`config.mk`:
```
export PLATFORM = sky130hd
export DESIGN_NAME = tec8_datapath
export DESIGN_NICKNAME = d
export VERILOG_FILES = /design/src/rtl/tec8_pkg.sv /design/src/rtl/tec8_alu181.sv /design/src/rtl/tec8_datapath.sv
export SDC_FILE = /design/constraint.sdc
export NUM_CORES = 1
export LEC_CHECK = 0
export ABC_AREA = 1
export CORE_AREA = 2 2 108 110
export CTS_BUF_LIST = sky130_fd_sc_hd__clkbuf_8
export DETAILED_ROUTE_END_ITERATION = 10
export DIE_AREA = 0 0 110 112
export PLACE_DENSITY = 0.95
export SYNTH_ARGS = -nofsm -noshare
export SYNTH_HDL_FRONTEND = slang
export SYNTH_HIERARCHICAL = 1
export SYNTH_SLANG_ARGS = --single-unit
```
`constraint.sdc`:
```
create_clock -name T3 -period 15.7 [get_ports T3]
set_clock_uncertainty 0.15 [all_clocks]
set_input_delay 4.71 -clock T3 [delete_from_list [all_inputs] [get_ports T3]]
set_output_delay 4.71 -clock T3 [all_outputs]
set_load 0.02 [all_outputs]
```
`src/rtl/tec8_pkg.sv`:
```
// ============================================================================
// tec8_pkg : shared constants, ALU function codes and DBUS source priority
//            for the TEC-8 datapath.
// Revision  : 1.0
// ============================================================================
`default_nettype none

package tec8_pkg;

   // Datapath / address width.
   localparam int DW = 8;

   // 74181 S-codes used by the controller (S_SUB and S_XOR share 0110:
   // arithmetic vs. logic is chosen by M).
   localparam logic [3:0] S_ADD   = 4'b1001;
   localparam logic [3:0] S_SUB   = 4'b0110;
   localparam logic [3:0] S_PASSB = 4'b1010;
   localparam logic [3:0] S_AND   = 4'b1011;
   localparam logic [3:0] S_OR    = 4'b1110;
   localparam logic [3:0] S_XOR   = 4'b0110;
   localparam logic [3:0] S_PASSA = 4'b1111;

   // DBUS driver chosen for the current cycle.
   typedef enum logic [1:0] {
      SRC_NONE = 2'd0,
      SRC_MEM  = 2'd1,
      SRC_ALU  = 2'd2,
      SRC_SW   = 2'd3
   } dbus_src_e;

   // Memory read data outranks the ALU, which outranks the switches.
   function automatic dbus_src_e dbus_src(input logic mbus, input logic abus,
                                          input logic sbus);
      dbus_src_e src;
      src = SRC_NONE;
      if (mbus)      src = SRC_MEM;
      else if (abus) src = SRC_ALU;
      else if (sbus) src = SRC_SW;
      return src;
   endfunction

endpackage

`default_nettype wire

```
`src/rtl/tec8_alu181.sv`:
```
// ============================================================================
// tec8_alu181 : combinational 74181-style ALU, active-high data convention.
//               Arithmetic mode forms x + y + cin on DW+1 bits so the top
//               bit is the carry; logic mode passes the current C through.
// Revision    : 1.0
// ============================================================================
`default_nettype none

module tec8_alu181
   import tec8_pkg::*;
#(
   parameter int DW = tec8_pkg::DW
) (
   input  logic [DW-1:0] A_i,
   input  logic [DW-1:0] B_i,
   input  logic [3:0]    S_i,
   input  logic          M_i,
   input  logic          CIN_i,   // active-low: 0 adds +1
   input  logic          C_i,     // current carry flag
   output logic [DW-1:0] F_o,
   output logic          CO_o
);

   logic [DW:0]   x;
   logic [DW:0]   y;
   logic [DW:0]   sum;
   logic [DW-1:0] lf;
   logic [DW-1:0] nb;
   logic [DW:0]   ones;

   assign nb   = ~B_i;
   assign ones = {1'b0, {DW{1'b1}}};

   // Arithmetic operand pair; "minus one" terms are an all-ones addend.
   always_comb begin
      x = '0;
      y = '0;
      case (S_i)
         4'b0000: begin x = {1'b0, A_i};        y = '0;                   end
         4'b0001: begin x = {1'b0, A_i | B_i};  y = '0;                   end
         4'b0010: begin x = {1'b0, A_i | nb};   y = '0;                   end
         4'b0011: begin x = '0;                 y = ones;                 end
         4'b0100: begin x = {1'b0, A_i};        y = {1'b0, A_i & nb};     end
         4'b0101: begin x = {1'b0, A_i | B_i};  y = {1'b0, A_i & nb};     end
         S_SUB:   begin x = {1'b0, A_i};        y = {1'b0, nb};           end
         4'b0111: begin x = {1'b0, A_i & nb};   y = ones;                 end
         4'b1000: begin x = {1'b0, A_i};        y = {1'b0, A_i & B_i};    end
         S_ADD:   begin x = {1'b0, A_i};        y = {1'b0, B_i};          end
         4'b1010: begin x = {1'b0, A_i | nb};   y = {1'b0, A_i & B_i};    end
         4'b1011: begin x = {1'b0, A_i & B_i};  y = ones;                 end
         4'b1100: begin x = {1'b0, A_i};        y = {1'b0, A_i};          end
         4'b1101: begin x = {1'b0, A_i | B_i};  y = {1'b0, A_i};          end
         4'b1110: begin x = {1'b0, A_i | nb};   y = {1'b0, A_i};          end
         default: begin x = {1'b0, A_i};        y = ones;                 end
      endcase
   end

   assign sum = x + y + {{DW{1'b0}}, ~CIN_i};

   // Logic-mode function table.
   always_comb begin
      lf = '0;
      case (S_i)
         4'b0000: lf = ~A_i;
         4'b0001: lf = ~(A_i | B_i);
         4'b0010: lf = ~A_i & B_i;
         4'b0011: lf = '0;
         4'b0100: lf = ~(A_i & B_i);
         4'b0101: lf = nb;
         S_XOR:   lf = A_i ^ B_i;
         4'b0111: lf = A_i & nb;
         4'b1000: lf = ~A_i | B_i;
         4'b1001: lf = ~(A_i ^ B_i);
         S_PASSB: lf = B_i;
         S_AND:   lf = A_i & B_i;
         4'b1100: lf = '1;
         4'b1101: lf = A_i | nb;
         S_OR:    lf = A_i | B_i;
         default: lf = A_i;
      endcase
   end

   assign F_o  = M_i ? lf  : sum[DW-1:0];
   assign CO_o = M_i ? C_i : sum[DW];

endmodule

`default_nettype wire

```
`src/rtl/tec8_datapath.sv`:
```
// ============================================================================
// tec8_datapath : TEC-8 datapath - register file, PC, AR, IR, C/Z flags,
//                 ALU and the internal data bus. State advances on T3 rise.
// Revision      : 1.0
// ============================================================================
`default_nettype none

module tec8_datapath
   import tec8_pkg::*;
#(
   parameter int DW   = tec8_pkg::DW,
   parameter int NREG = 4
) (
   input  logic          T3,
   input  logic          CLR,
   input  logic [3:0]    SEL,
   input  logic          SELCTL,
   input  logic [3:0]    S,
   input  logic          M,
   input  logic          CIN,
   input  logic          ABUS,
   input  logic          SBUS,
   input  logic          MBUS,
   input  logic          DRW,
   input  logic          LPC,
   input  logic          PCINC,
   input  logic          PCADD,
   input  logic          LAR,
   input  logic          ARINC,
   input  logic          LIR,
   input  logic          LDC,
   input  logic          LDZ,
   input  logic          MEMW,
   input  logic [DW-1:0] SD,
   input  logic [DW-1:0] I_RDATA,
   input  logic [DW-1:0] D_RDATA,
   output logic [3:0]    IR,
   output logic          C,
   output logic          Z,
   output logic [DW-1:0] I_ADDR,
   output logic [DW-1:0] D_ADDR,
   output logic [DW-1:0] D_WDATA,
   output logic          D_WE,
   output logic [DW-1:0] DBUS,
   output logic [DW-1:0] PC_Q,
   output logic [DW-1:0] AR_Q,
   output logic [4*DW-1:0] REGS,
   output logic          BUS_ERR
);

   logic [DW-1:0] regs_q [NREG];
   logic [DW-1:0] pc_q,  pc_d;
   logic [DW-1:0] ar_q,  ar_d;
   logic [DW-1:0] ir_q,  ir_d;
   logic          c_q,   c_d;
   logic          z_q,   z_d;
   logic          err_q, err_d;

   logic [1:0]    rd;
   logic [1:0]    rs;
   logic [DW-1:0] alu_f;
   logic          alu_co;
   logic [DW-1:0] bus;
   logic [DW-1:0] pc_off;

   assign rd = SELCTL ? SEL[3:2] : ir_q[3:2];
   assign rs = SELCTL ? SEL[1:0] : ir_q[1:0];

   tec8_alu181 #(.DW(DW)) u_alu (
      .A_i   (regs_q[rd]),
      .B_i   (regs_q[rs]),
      .S_i   (S),
      .M_i   (M),
      .CIN_i (CIN),
      .C_i   (c_q),
      .F_o   (alu_f),
      .CO_o  (alu_co)
   );

   // Single-driver DBUS: pick the highest-priority enabled source.
   always_comb begin
      bus = '0;
      case (dbus_src(MBUS, ABUS, SBUS))
         SRC_MEM: bus = D_RDATA;
         SRC_ALU: bus = alu_f;
         SRC_SW:  bus = SD;
         default: bus = '0;
      endcase
   end

   // Next-state for PC, AR, IR, flags and the sticky bus-conflict flag.
   always_comb begin
      pc_off = PCADD ? {{(DW-4){ir_q[3]}}, ir_q[3:0]} : '0;
      pc_d   = LPC ? bus : pc_q + pc_off + {{(DW-1){1'b0}}, PCINC};
      ar_d   = LAR ? bus : (ARINC ? ar_q + 1'b1 : ar_q);
      ir_d   = LIR ? I_RDATA : ir_q;
      c_d    = LDC ? alu_co : c_q;
      z_d    = LDZ ? (alu_f == '0) : z_q;
      err_d  = err_q | (ABUS & SBUS) | (ABUS & MBUS) | (SBUS & MBUS);
   end

   // Control/flag register update.
   always_ff @(posedge T3 or negedge CLR) begin
      if (!CLR) begin
         pc_q  <= '0;
         ar_q  <= '0;
         ir_q  <= '0;
         c_q   <= 1'b0;
         z_q   <= 1'b0;
         err_q <= 1'b0;
      end else begin
         pc_q  <= pc_d;
         ar_q  <= ar_d;
         ir_q  <= ir_d;
         c_q   <= c_d;
         z_q   <= z_d;
         err_q <= err_d;
      end
   end

   // Register file write from DBUS into R[RD].
   always_ff @(posedge T3 or negedge CLR) begin
      if (!CLR) begin
         for (int i = 0; i < NREG; i++) regs_q[i] <= '0;
      end else if (DRW) begin
         regs_q[rd] <= bus;
      end
   end

   generate
      for (genvar g = 0; g < NREG; g++) begin : g_regs
         assign REGS[g*DW +: DW] = regs_q[g];
      end
   endgenerate

   assign IR      = ir_q[7:4];
   assign C       = c_q;
   assign Z       = z_q;
   assign I_ADDR  = pc_q;
   assign D_ADDR  = ar_q;
   assign D_WDATA = bus;
   assign D_WE    = MEMW;
   assign DBUS    = bus;
   assign PC_Q    = pc_q;
   assign AR_Q    = ar_q;
   assign BUS_ERR = err_q;

endmodule

`default_nettype wire
```
==> After elaboration in Yosys (flattened, before gate mapping) <==
Cells that the tools add are included.
{ "classes": {"add_sub_neg": 5, "n_lt_le_gt_ge": 3, "n_eq_ne": 17, "n_mux": 23, "bitwise": 22, "n_reduce_logical": 11} }
{ "op_table": {"columns": ["op", "count"], "rows": [
  ["8-bit one-hot mux with 15 select lines", 1],
  ["8-bit 2-to-1 mux", 10],
  ["8-bit one-hot mux with 6 select lines", 1],
  ["8-bit NOT", 5],
  ["8-bit one-hot mux with 5 select lines", 1],
  ["8-bit binary-select mux with 2-bit select", 2],
  ["32-bit bitwise mux", 1],
  ["4-bit equality test (second input constant)", 7],
  ["8-bit bitwise AND", 3],
  ["8-bit OR", 3],
  ["8-bit one-hot mux with 3 select lines", 1],
  ["8-bit demux with 2-bit select", 1],
  ["4-bit by 3-bit equality test with 1-bit output (second input constant)", 4],
  ["3-bit OR reduction", 4],
  ["2-bit 2-to-1 mux", 5],
  ["8-bit by 8-bit adder with 9-bit output", 1],
  ["9-bit by 1-bit adder with 9-bit output", 1],
  ["8-bit by 1-bit adder with 8-bit output", 1],
  ["8-bit by 1-bit adder with 8-bit output (second input constant)", 1],
  ["8-bit adder", 1],
  ["4-bit by 2-bit equality test with 1-bit output (second input constant)", 2],
  ["8-bit logical NOT", 1],
  ["8-bit bitwise XOR", 1],
  ["3-bit greater-or-equal comparator (second input constant)", 2],
  ["other kinds (13)", 21]
]} }
{ "totals": {"reg_bits": 59, "input_bits": 50, "elab_cells": 91} }

==> Depth between registers and ports, before layout <==
Gate-level depths: netlist (run 1).
{ "depth": {"depth_word": 13, "ltp_mapped": 28} }

==> Hierarchy <==
Netlist (run 1), hierarchy kept.
{ "by_module_without_submodules": {"columns": ["module", "instances", "cells_each", "area_per_inst_um2"], "rows": [
  ["tec8_datapath", 1, 443, 3601.0],
  ["tec8_alu181", 1, 531, 2707.6]
]} }

==> Worst setup path after synthesis (run 1) <==
Ideal clock, no wire load.
{ "synth_timing": {"kind": "input port to output port", "start": "input port SELCTL", "end": "output port D_WDATA[6]", "t_arrival_ns": 8.126, "t_required_ns": 10.840, "path_slack_ns": 2.714, "cell_stages": 24, "path_buffers": 1, "cell_sequence": "o21ai_2 > inv_4 > nor2_1 > a22oi_1 > o221ai_1 > inv_1 > ha_1 > o22ai_1 > nor2_1 > a21oi_1 > fa_1 > inv_1 > fa_1 > inv_1 > nand3_1 > nand2_1 > nand2_1 > nand2_1 > a21oi_1 > o21ai_0 > nand2_1 > nand2_1 > nand3_1 > buf_4"} }
{ "synth_between": {"elab_chain_len": 12, "word_cells_on_any_way": 29} }
{ "synth_lines": {"columns": ["element", "line", "rtl"], "rows": [
  ["from (decl)", "tec8_datapath.sv:17", "input logic SELCTL,"],
  ["2-bit 2-to-1 mux", "tec8_datapath.sv:67", "assign rs = SELCTL ? SEL[1:0] : ir_q[1:0];"],
  ["2-bit NOT with 3-bit output (not written as such)", "tec8_datapath.sv:71", ".B_i (regs_q[rs]),"],
  ["8-bit binary-select mux with 2-bit select", "tec8_datapath.sv:71", null],
  ["8-bit 2-to-1 mux (not written as such) (2 in a row)", "tec8_datapath.sv:71", null],
  ["8-bit NOT", "tec8_alu181.sv:31", "assign nb = ~B_i;"],
  ["8-bit bitwise AND or 8-bit OR (tied branches)", null, null],
  ["8-bit one-hot mux with 6 select lines or 8-bit one-hot mux with 5 select lines (tied branches)", "tec8_alu181.sv:38", "case (S_i)"],
  ["8-bit by 8-bit adder with 9-bit output", "tec8_alu181.sv:58", "assign sum = x + y + {{DW{1'b0}}, ~CIN_i};"],
  ["9-bit by 1-bit adder with 9-bit output", "tec8_alu181.sv:58", null],
  ["8-bit 2-to-1 mux (*)", "tec8_alu181.sv:83", "assign F_o = M_i ? lf : sum[DW-1:0];"],
  ["named net alu_f[6]", "tec8_datapath.sv:61", "logic [DW-1:0] alu_f;"],
  ["8-bit one-hot mux with 3 select lines (*)", "tec8_datapath.sv:83", "case (dbus_src(MBUS, ABUS, SBUS))"],
  ["to (decl)", "tec8_datapath.sv:42", "output logic [DW-1:0] D_WDATA,"]
]} }
The timed path passes the listed nets; every way through them passes the cells marked *. The select of a mux whose other input is x is not followed.

==> Worst setup path in the final report (run 1) <==
Same ends and word-level chain as after synthesis.

==> results of run 1 <==
[power groups by stage]
| stage | Clock [mW] | Sequential [mW] | Combinational [mW] |
|---|---|---|---|
| global placement | 0 | 0.237 | 0.527 |
| detailed placement | 0 | 0.238 | 0.542 |
| floorplan | 0 | 0.270 | 0.306 |
| finish | 0.158 | 0.241 | 0.562 |
| global route | 0.165 | 0.244 | 0.606 |
| CTS | 0.158 | 0.238 | 0.550 |
[placed cells by master, fill, tap and decap left out, drive strengths merged, types with 14 or more instances in the layout]
cell,netlist,routed
mux2,22,22
clkdlybuf4s50,0,134
nand3,108,108
ha,42,42
o221ai,16,16
inv,149,149
nand2,265,265
nor2,85,85
nand3b,14,14
o21ai,70,70
dfrtp,59,59
a21oi,34,34
[critical path: cells and delay by family]
family                     cells  cell delay (ns)
AOI/OAI and AO/OA              7             1.24
and+or+nand+nor                9             1.32
buffers and inverters          6             1.67
adders and majority gates      3             0.92
[metal layers]
layer,global-route usage,vias up,routed length [µm]
li1,-,3316,-
met1,0.451,3268,7890
met2,0.580,577,10400
met3,0.0814,122,2720
met4,0.227,0,1360
met5,0,-,0
[logic make-up after synthesis]
logic type | share of synthesized area
simple gates | 0.340
mux | 0.0393
fa+ha+maj | 0.0960
flops | 0.234
buf+inv | 0.146
compound gates | 0.137
xor+xnor | 0.00694
[final timing paths]
check | from | endpoint | slack, ns | cells past startpoint
worst min-delay path | BUS_ERR$_DFF_PN0_ | BUS_ERR$_DFF_PN0_ | 0.34 | 2
worst max-delay path | SELCTL | D_WDATA[6] | 0.96 | 25
max in group asynchronous | CLR | REGS[20]$_DFFE_PN0P_ | 10.53 | 2
worst min register to register | BUS_ERR$_DFF_PN0_ | BUS_ERR$_DFF_PN0_ | 0.34 | 2
min in group asynchronous | CLR | I_ADDR[4]$_DFF_PN0_ | 4.35 | 2
worst max register to register | ir_q[2]$_DFFE_PN0P_ | REGS[6]$_DFFE_PN0P_ | 10.79 | 25
[state kept, by name, indices dropped and copies added, names as in the netlist]
signal / cells
Z: 1
REGS: 32
ir_q: 8
I_ADDR: 8
AR_Q: 8
C: 1
BUS_ERR: 1
[cell type report]
| class | count | area share |
|---|---|---|
| Clock buffer | 10 | 0.0178 |
| Multi-Input combinational cell | 708 | 0.506 |
| Sequential cell | 59 | 0.191 |
| Inverter | 151 | 0.0736 |
| Tap cell | 143 | 0.0231 |
| Clock inverter | 5 | 0.0100 |
| Timing Repair Buffer | 140 | 0.179 |
[metrics by stage]
stage          setup WS, ns  instances
3_3_place_gp           1.33       1201
5_1_grt               0.605       1216
3_5_place_dp           1.16       1201
6_report              0.958       1216
2_1_floorplan          2.71        974
4_1_cts                1.05       1216
==> impl_metrics.json, run 1 <==
{
  "setup_viol": 0,
  "hpwl_um": 15500,
  "drt-total-wl_um": 22300,
  "synth_edf_count": 0,
  "total_power_uw": 961,
  "n_antenna_cell": 0,
  "fin_util": 0.693,
  "cts_resized": 0,
  "worstPathRequired_ns": 10.84,
  "yosys.area.top_type_share": 0.234,
  "cts_tree": "done",
  "synth.distinct_cells": 40,
  "post_cts_buffers": 0,
  "crit_top_cell": "nand2_1",
  "status": "finished clean",
  "ys_top_cells_by_count": "261 x nand2_1, 141 x inv_1, 108 x nand3_1",
  "fmax_mhz": 67.8,
  "hold_viol_final": 0,
  "die-area_mm2": 0.0123,
  "ys_seq_area_frac": 0.234,
  "multi_input_area_mm2": 0.00392,
  "fillCellCount": 832,
  "clock_sinks": 59,
  "synth_warnings": 6,
  "netlist_area_mm2": 0.00631,
  "final_nets": 1165,
  "critPathLaunchType": "input port",
  "p_int_uw": 506,
  "cp_max_fo": 8,
  "place_congestion": 0.988,
  "die_w_um": 110,
  "grt_pass1_vias": 6997,
  "synth_nets": 1070,
  "synth-seq-cells": 59,
  "synthTopCellsByArea": "dfrtp_1 23%, nand2_1 16%, nand3_1 8.6%",
  "route.vias.total": 7283,
  "drc": 0,
  "synth_ff_type": "dfrtp_1",
  "cts_max_level": 3,
  "path_clk_slew_ns": 0.07,
  "min_period_over_period": 0.939,
  "port_buffers": 135,
  "ant_nets": 0,
  "pwr-share-seq": 0.251,
  "drive_above_1_share": 0.0690,
  "synthArstFlopShare": 1.00,
  "clk_latency_ns": 0.35,
  "avgSynthCellArea_um2": 6.48,
  "critPathCaptureType": "output port",
  "cpPeakStageDelay_ns": 0.66,
  "start_util": 0.565,
  "rows": 39,
  "slew_headroom": 0.244,
  "holdBufCountCts": 0,
  "grt_pass1_wl_um": 35000,
  "synth.most_common_cell": "nand2_1",
  "swShare": 0.473,
  "worst_hold_slack_ns": 0.338,
  "maxCapViolCount": 0,
  "synth.largest_area_cell": "dfrtp_1",
  "die_y_um": 112,
  "rsz0062_at_grt": "no",
  "p_per_area_mw_per_mm2": 124,
  "syn_inst": 974,
  "numCtsBuffers": 9,
  "p_clk_frac": 0.164,
  "clockBufferDepth": 2,
  "tns_ns": 0,
  "seqCellArea_mm2": 0.00148,
  "area_growth_pct": 22.7,
  "share_comb_of_total_power": 0.584,
  "path_class": "in -> out",
  "overflow": 0,
  "netSwitchingPower_uw": 455,
  "final_area_mm2": 0.00774,
  "antenna_found_initial": 0,
  "io_pins": 138,
  "dr.first_iter.drc_count": 822,
  "dr.pass1.iters": 8,
  "vias_per_cell": 5.99,
  "fin_crit_ns": 14.74,
  "hold_class": "reg -> reg",
  "leakage_nw": 3.83,
  "cts_root_buf": "clkbuf_8",
  "drt-wirelength-per-cell_um": 18.4,
  "place_area_mm2": 0.00752,
  "grt_start_max_net_pins": 60,
  "slew_viol_final": 0,
  "max-vdd-ir-drop_mv": 0.105,
  "arrival_ns": 9.88,
  "crit_slowest_cell": "clkdlybuf4s50_1",
  "tightestPinTransition_ns": 1.13,
  "grt_use_total": 0.368,
  "fp.coreArea_mm2": 0.0112
}
Power figures use the tool's default switching activity.
==> run 2: changes to the inputs <==
--- a/config.mk
+++ b/config.mk
@@ -7,7 +7,7 @@
 export LEC_CHECK = 0
 export ABC_AREA = 1
 export CORE_AREA = 2 2 108 110
-export CTS_BUF_LIST = sky130_fd_sc_hd__clkbuf_8
+export CTS_BUF_LIST = sky130_fd_sc_hd__clkbuf_4
 export DETAILED_ROUTE_END_ITERATION = 10
 export DIE_AREA = 0 0 110 112
 export PLACE_DENSITY = 0.95
==> impl_metrics.json, run 2 (same netlist as run 1, synthesis figures left out) <==
{
  "slew_headroom": 0.230,
  "drt-total-wl_um": 21900,
  "status": "finished clean",
  "rows": 39,
  "antenna_found_initial": 0,
  "path_clk_slew_ns": 0.11,
  "crit_top_cell": "nand2_1",
  "reg2reg_from": "ir_q[2]$_DFFE_PN0P_",
  "max-vdd-ir-drop_mv": 0.112,
  "drt-wirelength-per-cell_um": 18.0,
  "post_cts_buffers": 0,
  "final_common_cell": "nand2_1",
  "port_buffers": 135,
  "maxCapViolCount": 0,
  "place_area_mm2": 0.00752,
  "layout_common_cells": "261 x nand2_1, 141 x inv_1, 134 x clkdlybuf4s50_1",
  "place_congestion": 0.988,
  "holdBufCountCts": 0,
  "cp_max_fo": 8,
  "ant_nets": 0,
  "numCtsBuffers": 9,
  "drive_above_1_share": 0.0680,
  "grt_pass1_wl_um": 34300,
  "die-area_mm2": 0.0123,
  "met3_usage": 0.0826,
  "fp.coreArea_mm2": 0.0112,
  "hpwl_um": 15500,
  "start_util": 0.565,
  "crit_start": "SELCTL",
  "largest_reg_flops": 32,
  "cts_root_buf": "clkbuf_4",
  "clk_latency_ns": 0.43,
  "fmax_mhz": 68.0,
  "crit_slowest_cell": "clkdlybuf4s50_1",
  "hold_class": "reg -> reg",
  "dr.first_iter.drc_count": 803,
  "worstPathRequired_ns": 10.84,
  "grtUsageMet1": 0.442,
  "met2_usage": 0.558,
  "dr.pass1.iters": 6,
  "n_antenna_cell": 0,
  "cts_resized": 0,
  "slew_viol_final": 0,
  "overflow": 0,
  "vias_per_cell": 5.94,
  "hold_viol_final": 0,
  "leakage_nw": 3.80,
  "fin_crit_ns": 14.71,
  "io_pins": 138,
  "tightestPinTransition_ns": 1.15,
  "die_w_um": 110,
  "drc": 0,
  "path_class": "in -> out",
  "min_period_over_period": 0.937,
  "grt_pass1_vias": 6882,
  "area_growth_pct": 21.6,
  "cts_max_level": 3,
  "setup_viol": 0,
  "p_per_area_mw_per_mm2": 120,
  "hp-start": "BUS_ERR$_DFF_PN0_",
  "final_area_mm2": 0.00767,
  "tns_ns": 0,
  "arrival_ns": 9.85,
  "grt_use_total": 0.360,
  "final_nets": 1165,
  "die_y_um": 112,
  "grt_start_max_net_pins": 60,
  "clockBufferDepth": 2,
  "cts_tree": "done",
  "critPathCaptureType": "output port",
  "critPathLaunchType": "input port",
  "rsz0062_at_grt": "no",
  "route.vias.total": 7222,
  "cpPeakStageDelay_ns": 0.66,
  "clock_sinks": 59,
  "grt.busiest_layer": "met2"
}
run 2: cell count changes in the layout (fill, tap and decap cells not counted), sizes merged:
cell    previous run  this run
clkinv             4         5
clkbuf            10         9
run 2: power by group:
part	total [mW]	internal [mW]	switching, mW
logic	0.558	0.223	0.335
registers	0.239	0.191	0.0487
clock network	0.124	0.0626	0.0614
run 2: final cells by class:
| class | instances | area [µm²] |
|---|---|---|
| clock inverters | 6 | 81.3 |
| multi-input cells | 708 | 3920 |
| inverters | 151 | 569 |
| repair buffers | 140 | 1380 |
| flip-flops and latches | 59 | 1480 |
| well taps | 143 | 179 |
| clock buffers | 9 | 67.6 |
| fillers | 857 | 3500 |
run 2: layer usage:
metal  part of all wire  wire length, µm  vias up
li1                   -                -     3324
met4              0.069             1500        0
met5                  0                0        -
met2               0.45             9930      556
met3               0.12             2570      123
met1               0.36             7870     3219
run 2: worst paths after layout:
| kind | to | slack (ns) | cells after the start |
|---|---|---|---|
| worst min-delay path | BUS_ERR$_DFF_PN0_ | 0.35 | 2 |
| worst min register to register | BUS_ERR$_DFF_PN0_ | 0.35 | 2 |
| worst max register to register | REGS[6]$_DFFE_PN0P_ | 10.77 | 25 |
| max in group asynchronous | REGS[29]$_DFFE_PN0P_ | 10.61 | 2 |
| min in group asynchronous | I_ADDR[4]$_DFF_PN0_ | 4.27 | 2 |
| worst max-delay path | D_WDATA[6] | 0.99 | 25 |
run 2: stage by stage:
| stage | power (mW) | worst slack, ns | cells | utilization | hold WS, ns |
|---|---|---|---|---|---|
| floorplan | 0.576 | 2.71 | 974 | - | 0.332 |
| global placement | 0.764 | 1.33 | 1201 | 0.673 | 0.311 |
| detailed placement | 0.779 | 1.16 | 1201 | 0.673 | 0.314 |
| CTS | 0.908 | 1.11 | 1216 | 0.687 | 0.345 |
| global route | 0.977 | 0.656 | 1216 | 0.687 | 0.376 |
| finish | 0.921 | 0.985 | 1216 | 0.687 | 0.349 |
run 2: critical path, delay by kind of cell:
| family | cells | cell delay (ns) |
|---|---|---|
| AOI/OAI and AO/OA | 7 | 1.24 |
| adders and majority gates | 3 | 0.91 |
| buffers and inverters | 6 | 1.65 |
| and+or+nand+nor | 9 | 1.32 |
==> run 3: changes to the inputs <==
--- a/config.mk
+++ b/config.mk
@@ -6,11 +6,11 @@
 export NUM_CORES = 1
 export LEC_CHECK = 0
 export ABC_AREA = 1
-export CORE_AREA = 2 2 108 110
+export CORE_AREA = 2 2 118 120
 export CTS_BUF_LIST = sky130_fd_sc_hd__clkbuf_4
 export DETAILED_ROUTE_END_ITERATION = 10
-export DIE_AREA = 0 0 110 112
-export PLACE_DENSITY = 0.95
+export DIE_AREA = 0 0 120 122
+export PLACE_DENSITY = 0.86
 export SYNTH_ARGS = -nofsm -noshare
 export SYNTH_HDL_FRONTEND = slang
 export SYNTH_HIERARCHICAL = 1
==> constraint.sdc (replaced) <==
create_clock -name T3 -period 12.9 [get_ports T3]
set_clock_uncertainty 0.15 [all_clocks]
set_input_delay 3.87 -clock T3 [delete_from_list [all_inputs] [get_ports T3]]
set_output_delay 3.87 -clock T3 [all_outputs]
set_load 0.02 [all_outputs]
==> impl_metrics.json, run 3 (same netlist as run 1, synthesis figures left out) <==
{
  "die-area_mm2": 0.0146,
  "setup_viol": 0,
  "holdBufCountCts": 0,
  "slew_headroom": 0.287,
  "port_buffers": 135,
  "cts_max_level": 3,
  "clock_sinks": 59,
  "met3_length_um": 2240,
  "overflow": 0,
  "drive_above_1_share": 0.0892,
  "numCtsBuffers": 9,
  "swShare": 0.487,
  "io_pins": 138,
  "rows": 43,
  "status": "finished clean",
  "dr.pass1.iters": 5,
  "dp_slack_ns": 0.393,
  "start_util": 0.467,
  "ant_nets": 0,
  "arrival_ns": 8.52,
  "wl_met1_um": 7970,
  "drc": 0,
  "final_common_cell": "nand2_1",
  "fmax_mhz": 79.8,
  "wl_met2_um": 9860,
  "layout_common_cells": "261 x nand2_1, 141 x inv_1, 134 x clkdlybuf4s50_1",
  "p_int_uw": 558,
  "dr.first_iter.drc_count": 559,
  "maxCapViolCount": 0,
  "netSwitchingPower_uw": 529,
  "instances_no_fill": 1279,
  "die_w_um": 120,
  "share_comb_of_total_power": 0.631,
  "grt_pass1_wl_um": 33300,
  "max-vdd-ir-drop_mv": 0.124,
  "p_per_area_mw_per_mm2": 138,
  "place_congestion": 0.973,
  "die_y_um": 122,
  "drt-total-wl_um": 20900,
  "path_class": "in -> out",
  "cp_max_fo": 8,
  "hpwl_um": 15700,
  "route.vias.total": 7114,
  "hold_viol_final": 0,
  "final_nets": 1190,
  "min_period_over_period": 0.972,
  "area_growth_pct": 24.8,
  "clk_latency_ns": 0.41,
  "grt_pass1_vias": 6641,
  "rsz0062_at_grt": "yes",
  "grt_use_total": 0.285,
  "placedCellCount": 1263,
  "pwr-share-seq": 0.263,
  "slew_viol_final": 0,
  "worstPathRequired_ns": 8.88,
  "cts_tree": "done",
  "vias_per_cell": 5.56,
  "tightestPinTransition_ns": 1.07,
  "highest_layer": "met4",
  "worst_slack_ns": 0.361,
  "largest_reg_flops": 32,
  "drt-wirelength-per-cell_um": 16.4,
  "antenna_found_initial": 0,
  "clockBufferDepth": 2,
  "cts_root_buf": "clkbuf_4",
  "leakage_nw": 3.91,
  "p_clk_frac": 0.106,
  "critPathCaptureType": "output port",
  "hold_class": "reg -> reg",
  "grt_start_max_net_pins": 60,
  "path_clk_slew_ns": 0.11,
  "fin_crit_ns": 12.54,
  "fp.coreArea_mm2": 0.0135,
  "critPathLaunchType": "input port",
  "n_antenna_cell": 0
}
==> run 3: cell types whose count changed in the layout (fill, tap and decap cells not counted), sizes merged <==
| cell | previous run | this run |
|---|---|---|
| buf | 6 | 31 |
| clkbuf | 9 | 11 |
| bufinv | 2 | 0 |
| clkinvlp | 1 | 2 |
==> run 3: worst paths after layout <==
check	startpoint	end	slack [ns]	cells past startpoint
worst max-delay path	SELCTL	DBUS[4]	0.36	24
worst min-delay path	BUS_ERR$_DFF_PN0_	BUS_ERR$_DFF_PN0_	0.35	2
worst max register to register	ir_q[3]$_DFFE_PN0P_	REGS[12]$_DFFE_PN0P_	8.17	22
worst min register to register	BUS_ERR$_DFF_PN0_	BUS_ERR$_DFF_PN0_	0.35	2
max in group asynchronous	CLR	REGS[22]$_DFFE_PN0P_	8.63	2
min in group asynchronous	CLR	I_ADDR[4]$_DFF_PN0_	3.44	2
==> run 3: power by group through the flow <==
stage | logic, mW | registers, mW | clock network (mW)
2_1_floorplan | 0.373 | 0.329 | 0
3_3_place_gp | 0.662 | 0.285 | 0
4_1_cts | 0.676 | 0.284 | 0.118
3_5_place_dp | 0.672 | 0.286 | 0
5_1_grt | 0.749 | 0.292 | 0.124
6_report | 0.685 | 0.286 | 0.115
==> run 3: final cells by class <==
type,instances,area [µm²]
flip-flops and latches,59,1480
clock inverters,5,30.0
fillers,1209,5630
well taps,180,225
inverters,151,569
multi-input cells,708,3920
repair buffers,165,1570
clock buffers,11,82.6
==> run 3: repair_timing <==
| action | 4_1_cts | 5_1_grt |
|---|---|---|
| buffers inserted | 0 | 0 |
| setup endpoints to repair | 0 | 10 |
| resized for setup | 0 | 3 |
==> run 3: through the flow <==
stage                     hold slack (ns)  power, mW  instance area [µm²]  utilization  setup TNS, ns
after floorplan                     0.332      0.702                 6310            -              0
after global placement              0.310      0.946                 7750        0.574              0
after detailed placement            0.324      0.957                 7750        0.574              0
after CTS                           0.350       1.08                 7870        0.583              0
after global routing                0.374       1.16                 7870        0.583        -0.0105
final                               0.351       1.09                 7870        0.583              0
==> run 3: layer usage <==
layer,vias up,GRT usage
li1,3368,-
met1,3272,0.350
met2,411,0.470
met3,63,0.0618
met4,0,0.151
met5,-,0
==> run 3: critical path, cell delays in order <==
cell             delay [ns]
clkdlybuf4s50_1        0.54
o21ai_2                0.43
inv_4                  0.08
nor2_1                 0.12
buf_4                  0.17
a22oi_1                0.07
o221ai_1               0.15
inv_1                  0.18
ha_1                   0.26
o22ai_1                0.17
nor2_1                 0.06
a21oi_1                0.17
fa_1                   0.28
inv_1                  0.07
fa_1                   0.36
inv_1                  0.09
nand3_1                0.06
nand2_1                0.11
a21oi_1                0.06
o21ai_0                0.08
nand2_1                0.09
nand2_1                0.07
nand3_1                0.32
clkdlybuf4s50_1        0.67
